**src/rtl/load_store_unit.sv**
```systemverilog
// Memory-stage access unit: turns byte/halfword/word loads and stores into whole-word
// accesses on a memory with a combinational read and a synchronous whole-word write.
module load_store_unit #(
  parameter int WORD_SIZE = 32
) (
  input  logic                 clk,
  input  logic                 rst,
  input  logic                 req_valid,
  output logic                 req_ready,
  input  logic                 req_write,
  input  logic [1:0]           req_size,
  input  logic                 req_signed,
  input  logic [WORD_SIZE-1:0] req_addr,
  input  logic [WORD_SIZE-1:0] req_wdata,
  output logic                 resp_valid,
  output logic [WORD_SIZE-1:0] resp_rdata,
  output logic                 resp_err,
  output logic                 mem_we,
  output logic [WORD_SIZE-1:0] mem_addr,
  output logic [WORD_SIZE-1:0] mem_wdata,
  input  logic [WORD_SIZE-1:0] mem_rdata
);

  localparam logic [2:0] S_IDLE   = 3'd0;
  localparam logic [2:0] S_ACCESS = 3'd1;
  localparam logic [2:0] S_WRITE  = 3'd2;
  localparam logic [2:0] S_RESP   = 3'd3;
  localparam logic [2:0] S_ERR    = 3'd4;

  logic [2:0]           r_state;
  logic [WORD_SIZE-1:0] r_addr;
  logic [WORD_SIZE-1:0] r_wdata;
  logic [WORD_SIZE-1:0] r_word;
  logic [WORD_SIZE-1:0] r_rdata;
  logic [1:0]           r_size;
  logic                 r_write;
  logic                 r_signed;
  logic                 r_err;
  logic                 w_misaligned;
  logic                 w_word_store;

  // Little-endian lane pick; the lane is held signed so its MSB drives the extension.
  function automatic logic [WORD_SIZE-1:0] f_load_extend(
    input logic [WORD_SIZE-1:0] word,
    input logic [1:0]           off,
    input logic [1:0]           size,
    input logic                 sgn
  );
    logic signed [7:0]    lane_b;
    logic signed [15:0]   lane_h;
    logic [WORD_SIZE-1:0] res;
    lane_b = word[{off, 3'b000} +: 8];
    lane_h = word[{off[1], 4'b0000} +: 16];
    case (size)
      2'b00:   res = {{(WORD_SIZE-8){sgn & lane_b[7]}}, lane_b};
      2'b01:   res = {{(WORD_SIZE-16){sgn & lane_h[15]}}, lane_h};
      default: res = word;
    endcase
    return res;
  endfunction

  function automatic logic [WORD_SIZE-1:0] f_store_merge(
    input logic [WORD_SIZE-1:0] word,
    input logic [WORD_SIZE-1:0] wdata,
    input logic [1:0]           off,
    input logic [1:0]           size
  );
    logic [WORD_SIZE-1:0] res;
    res = word;
    case (size)
      2'b00:   res[{off, 3'b000} +: 8]    = wdata[7:0];
      2'b01:   res[{off[1], 4'b0000} +: 16] = wdata[15:0];
      default: res = wdata;
    endcase
    return res;
  endfunction

  assign w_misaligned = (req_size == 2'b11) ||
                        ((req_size == 2'b01) && req_addr[0]) ||
                        ((req_size == 2'b10) && (req_addr[1:0] != 2'b00));
  assign w_word_store = r_write && (r_size == 2'b10);

  assign req_ready  = (r_state == S_IDLE);
  assign resp_valid = (r_state == S_RESP) || (r_state == S_ERR);
  assign resp_rdata = r_rdata;
  assign resp_err   = r_err;
  assign mem_addr   = r_addr;

  // The write strobe is purely a function of state, so it fires exactly once per store.
  always_comb begin
    mem_we    = 1'b0;
    mem_wdata = '0;
    case (r_state)
      S_ACCESS: begin
        if (w_word_store) begin
          mem_we    = 1'b1;
          mem_wdata = r_wdata;
        end
      end
      S_WRITE: begin
        mem_we    = 1'b1;
        mem_wdata = f_store_merge(r_word, r_wdata, r_addr[1:0], r_size);
      end
      default: ;
    endcase
  end

  always_ff @(posedge clk) begin
    if (rst) begin
      r_state  <= S_IDLE;
      r_addr   <= '0;
      r_wdata  <= '0;
      r_word   <= '0;
      r_rdata  <= '0;
      r_size   <= 2'b00;
      r_write  <= 1'b0;
      r_signed <= 1'b0;
      r_err    <= 1'b0;
    end else begin
      case (r_state)
        S_IDLE: begin
          if (req_valid) begin
            r_addr   <= req_addr;
            r_wdata  <= req_wdata;
            r_size   <= req_size;
            r_write  <= req_write;
            r_signed <= req_signed;
            if (w_misaligned) begin
              r_rdata <= '0;
              r_err   <= 1'b1;
              r_state <= S_ERR;
            end else begin
              r_state <= S_ACCESS;
            end
          end
        end
        S_ACCESS: begin
          if (!r_write) begin
            r_rdata <= f_load_extend(mem_rdata, r_addr[1:0], r_size, r_signed);
            r_err   <= 1'b0;
            r_state <= S_RESP;
          end else if (w_word_store) begin
            r_rdata <= '0;
            r_err   <= 1'b0;
            r_state <= S_RESP;
          end else begin
            // Sub-word store: keep the old word so the untouched lanes survive the write.
            r_word  <= mem_rdata;
            r_state <= S_WRITE;
          end
        end
        S_WRITE: begin
          r_rdata <= '0;
          r_err   <= 1'b0;
          r_state <= S_RESP;
        end
        S_RESP:  r_state <= S_IDLE;
        S_ERR:   r_state <= S_IDLE;
        default: r_state <= S_IDLE;
      endcase
    end
  end

endmodule

```
**config.mk**
```make
export PLATFORM = sky130hd
export DESIGN_NAME = load_store_unit
export DESIGN_NICKNAME = d
export VERILOG_FILES = /design/src/rtl/load_store_unit.sv
export SDC_FILE = /design/constraint.sdc
export NUM_CORES = 1
export LEC_CHECK = 0
export CORE_MARGIN = 2
export CORE_UTILIZATION = 48
export DETAILED_ROUTE_END_ITERATION = 12
export PLACE_DENSITY = 0.81
export SYNTH_ARGS = -nofsm -noshare
export SYNTH_HDL_FRONTEND = slang
export SYNTH_SLANG_ARGS = --single-unit
```
**constraint.sdc**
```tcl
create_clock -name clk -period 3.3 [get_ports clk]
set_input_delay 0.99 -clock clk [delete_from_list [all_inputs] [get_ports clk]]
set_output_delay 0.99 -clock clk [all_outputs]
set_load 0.02 [all_outputs]
```
* Yosys cells after proc, flatten, opt, wreduce, memory -nomap -nowiden *
Index checks and enable logic that the tools add are counted.

word-level totals
  output and inout bits = 100
  logic and storage cells = 68
  input port bits = 103
  register bits after elaboration = 136

operators by class
  reductions and logical operators = 13
  muxes and demuxes = 23
  shifts and indexed selects = 6
  equality and inequality tests = 12
  add/sub/neg operators = 2
  bitwise gates (word level) = 3

operators by type and width
  kind                       count
  $pmux W32 S2               3
  $mux W32                   5
  $pmux W32 S3               1
  $bwmux W32                 2
  $shift A16 B7 Y32 const A  1
  $shift A8 B7 Y32 const A   1
  $shiftx A16 B7 Y32         1
  $shiftx A32 B6 Y16         1
  $shiftx A32 B6 Y8          1
  $shiftx A8 B7 Y32          1
  $neg A5 Y7                 2
  $pmux W3 S3                1
  $mux W1                    7
  $eq A2 B2 Y1 const B       3
  $eq A3 B2 Y1 const B       2
  $mux W3                    2
  $eq A2 B1 Y1 const B       2
  $reduce_and A4 Y1          1
  $eq A3 B1 Y1 const B       1
  $eq A3 B3 Y1 const B       1
  $logic_and A1 B1 Y1        3
  $logic_not A3 Y1           1
  $logic_or A1 B1 Y1         3
  $ne A3 B3 Y1 const B       1
  other kinds (11)           12

* Depth between registers and ports, before layout *
  depth in word-level cells = 7
  depth in mapped cells = 10
  mapped depth without buffers = 6

* Worst setup path before layout *
Ideal clock, no wire load.

  path kind = register -> output
  start point = register r_addr[0] (netlist: mem_addr[0])
  end point = output mem_wdata[17]
  data arrival time = 2.596 ns
  data required time = 2.310 ns
  cell stages (with the launch flop) = 9
  slack = -0.286 ns
  path buffers = 2
  cell sequence = dfxtp_1 buf_2 inv_1 ha_1 or2_2 clkbuf_1 nor4b_1 a21oi_1 a221oi_1

between the ends
  cells in the longest elaborated chain, start to end = 5
  elaborated cells between the ends (all ways) = 6
  those cells by class = add/sub: 1; shift: 2; mux: 3

ends and longest elaborated chain
  element                                                line  source
  start, declared                                        31    logic [WORD_SIZE-1:0] r_addr;
  start signal, assigned                                 123   r_addr <= req_addr;
  $neg A5 Y7 (*)                                         71    2'b00: res[{off, 3'b000} +: 8] = wdata[7:0];
  $shiftx A8 B7 Y32 or $shift A8 B7 Y32 (tied branches)  71
  $bwmux W32 (*)                                         71
  $pmux W32 S2 (*)                                       70    case (size)
  $pmux W32 S2 (*)                                       93    case (r_state)
  end, declared                                          20    output logic [WORD_SIZE-1:0] mem_wdata,

Mark *: on every way between the ends. The rest lies on a longest branch, timed or not.

* Worst setup path after layout *
  start point = register r_addr[0] (netlist: mem_addr[0])
  end point = output mem_wdata[0]

The elaborated chain is that of the path after synthesis.

==> results by group <==
CTS
  – Clock-pin slew on the worst setup and hold paths: 60 ps
  – TritonCTS clock tree: built
  – Clock Path Buffers: 2
  – Clock Latency Late Sink: 420 ps
  – H-Tree Level Count: 4
  – Clk sinks: 136
  – Root buffer cell: clkbuf_16
  – Clock buffers created by TritonCTS: 17
  – Post-CTS Hold Buffers: 0

Detailed routing
  – Post-route DRC: 0
  – First drt pass iteration count: 8
  – Drt initial violations: slightly below 800
  – Antenna-violating nets left: 0
  – Vias: around 7700
  – WL/cell: 18.4 um
  – Vias per inst: ~5.9
  – WL final: 24100 um

Min path
  – Worst Hold Path Cells: 1
  – Hold Path Sink: resp_rdata[12]
  – Hold Crit Start: resp_rdata[12]
  – Hold WC Path Type: reg2reg

Place
  – PortBufs: between 200 and 250
  – Placed cell areas: 9360 sq um
  – Dpl ws: -100 ps
  – GP Congestion: roughly 0.92
  – Total placed cells including tap cells: 1278
  – DP Wirelength: 16800 um

Layout
  – Finished Layout Cells: around 1300
  – Synth-to-Final Area Change: 44.3%
  – Finished Core Util: approximately 70%
  – Layout fillers: around 1100
  – Share of layout cells above drive strength 1: 16.1%
  – Cell area after layout: 10100 sq um
  – Ant diodes: 0
  – Nets: around 1200

Flow run
  – Max_cap viols: 0

Setup path
  – Worst R2R Setup Slack: 870 ps
  – Critical path startpoint category: flop
  – Worst EP arrival: 2330 ps
  – Setup CP Type: reg2out
  – Critical Path Slowest Stage Cell: or3b_4
  – Required time worst endpoint: 2310 ps
  – CP Capture Type: primary output
  – R2R cell count: 7
  – Peak per-stage delay on the critical path: 410 ps
  – Worst path cell trace: inv_4, ha_4, or3b_4, a211oi_4, o211ai_1, a22oi_2, buf_4
  – FF-to-FF End: r_word[28]
  – Critical R2R Launch: r_size[1]
  – Crit-path max FO: 4

Floorplanning
  – FP Rows: 44
  – CORE AREA: between 10000 and 15000 sq um
  – Ports: 203
  – Die area: 15600 sq um
  – Initial Util: 48.7%
  – Die outline height: 125 um
  – Die width: ~120 um

Logic synthesis
  – Post-synth EDFFs: 0
  – Syn Inst Count: 918
  – #FFs+latches synth: 136
  – Ys async rst share: 0%
  – Post-synth cell types: 58
  – Mapped cell area: 6990 sq um
  – Top FF cell, synth: dfxtp_1
  – Mapped Avg Cell Area: 7.62 sq um
  – Ys Warns: 0
  – Post-synthesis sequential area ratio: 38.9%
  – Syn nets: 1026

Global routing
  – First-pass GRT wire length: 37400 um
  – Initial antenna violation count: 0
  – Largest net degree at the start of global routing: between 80 and 90
  – Vias in the first global route: 7152
  – GRT Total Usage: 29.9%
  – Total global routing overflow: 0

Run status
  – Status: finished with violations
  – Failing checks: setup timing

Timing
  – Part of the cycle the worst path needs: 101%
  – Actual slew at the worst max-slew pin: 882 ps
  – Final setup fails: 2
  – Pins Over Slew Limit: 0
  – Max Clock Skew: 8.47 ps
  – RSZ-0062 raised after global routing: true
  – Worst hold slack: 451 ps
  – Max Clk Rate: roughly 0.30 GHz
  – Final hold violations: 0
  – Setup ws final: -24.7 ps
  – Crit path time final: 3320 ps
  – Slew HR: 41.2%

Power
  – Pleak: 0.00364 uW
  – Worst vdd ir: 437 uV
  – Pwr Density: between 500 and 600 nW/um^2
[worst max path at each step]
stage / end / cells after the start / startpoint / slack, ps
after floorplan: mem_wdata[17] / 9 / mem_addr[1] / 30
after global placement: mem_wdata[7] / 8 / mem_addr[0] / -60
after detailed placement: mem_wdata[4] / 8 / mem_addr[0] / -100
after CTS: mem_wdata[0] / 7 / mem_addr[1] / -40
after global routing: mem_wdata[18] / 9 / mem_addr[0] / -120
final: mem_wdata[0] / 7 / mem_addr[0] / -20
[synthesized netlist by cell type, types with 3 or more instances]
master	number	share of area, %
nand2_1	255	14
clkbuf_1	37	2.0
buf_2	26	1.9
buf_6	3	0.48
dfxtp_1	136	39
a222oi_1	8	1.1
ha_1	5	0.89
a221oi_1	15	1.9
o2bb2ai_1	32	4.0
nor4b_1	6	0.75
nand3_1	3	0.21
and3_1	9	0.80
inv_1	44	2.4
nor2b_1	6	0.54
o2111ai_1	8	1.0
nor3_1	4	0.29
nand3b_1	8	0.86
nor2_1	12	0.64
a21oi_1	160	11
buf_1	3	0.16
nand2b_1	3	0.27
buf_4	9	0.97
o21ai_1	9	0.64
a31oi_1	8	0.72
mux2i_1	3	0.43
a22oi_1	3	0.32
o211ai_1	9	0.97
a21o_1	9	0.97
o221ai_1	15	1.9
o21ai_0	15	1.1
o311a_1	7	1.0
o22ai_1	8	0.72
mux2_2	7	1.1
[cells in the final DEF, fill, tap and decap left out, types with 9 or more instances in the layout]
cell	synthesis	routed
a21o_1	9	9
a21oi_1	160	151
a21oi_2	0	9
and3_1	9	9
buf_4	9	59
clkbuf_16	0	18
clkbuf_2	0	16
clkdlybuf4s50_1	0	169
dfxtp_1	136	132
inv_1	44	42
nand2_1	255	254
nor2_1	12	12
o211ai_1	9	9
o21ai_0	15	15
o21ai_1	9	9
o221ai_1	15	14
o2bb2ai_1	32	32
[what timing repair did]
action	CTS	global route
resized for setup	110	60
cloned	0	1
buffers inserted	0	1
endpoints found under the setup margin	33	33
pin swaps	4	7
[report_power, final]
group / total, uW / internal (uW) / switching (uW)
registers: 1840 / 1740 / 96.1
clock network: 2160 / 1430 / 732
logic: 1170 / 507 / 661
total: 5170 / 3680 / 1490
[worst max-delay path, delay by kind of cell (launching register included)]
kind | cells | cell delay, ps
buf+inv | 2 | 230
fa+ha+maj | 1 | 240
flops | 1 | 340
simple gates | 1 | 410
compound gates | 3 | 720
[logic make-up (layout without fill, tap and decap cells)]
| kind of cell | after synthesis | in the layout | synth area share [%] |
|---|---|---|---|
| adder cells (fa/ha/maj) | 5 | 5 | 0.894 |
| buffers and inverters | 122 | 331 | 7.82 |
| flip-flops | 136 | 136 | 38.9 |
| multiplexers | 11 | 11 | 1.88 |
| AO/OA/AOI/OAI | 316 | 316 | 29.6 |
| AND/OR/NAND/NOR | 328 | 328 | 20.9 |
[sequential cells by signal, indices dropped and copies added (netlist names)]
register    count
mem_addr       32
r_size          2
r_signed        1
r_state         3
r_wdata        32
r_write         1
r_word         32
resp_err        1
resp_rdata     32
[per-stage QoR]
step	TNS, ps	power, uW
2_1_floorplan	0	2510
3_3_place_gp	-446	2980
3_5_place_dp	-900	2990
4_1_cts	-138	5150
5_1_grt	-950	5360
6_report	-34.1	5170
[cell type report]
class	instances	area, sq um	area share, %
tap	184	230	2.28
multi-input combinational	660	3910	38.7
clock buffer	22	484	4.80
sequential	136	2730	27.0
inverter	44	170	1.69
clock inverter	9	185	1.83
timing repair buffer	256	2390	23.7
[layer usage]
layer / GRT usage, % / vias up / wire length [um]
li1: - / 3643 / -
met1: 38.3 / 3569 / 9660
met2: 46.6 / 443 / 11100
met3: 7.82 / 72 / 2390
met4: 14.7 / 0 / 1020
met5: 0 / - / 0
No activity file was read; power rests on OpenSTA's default activity.
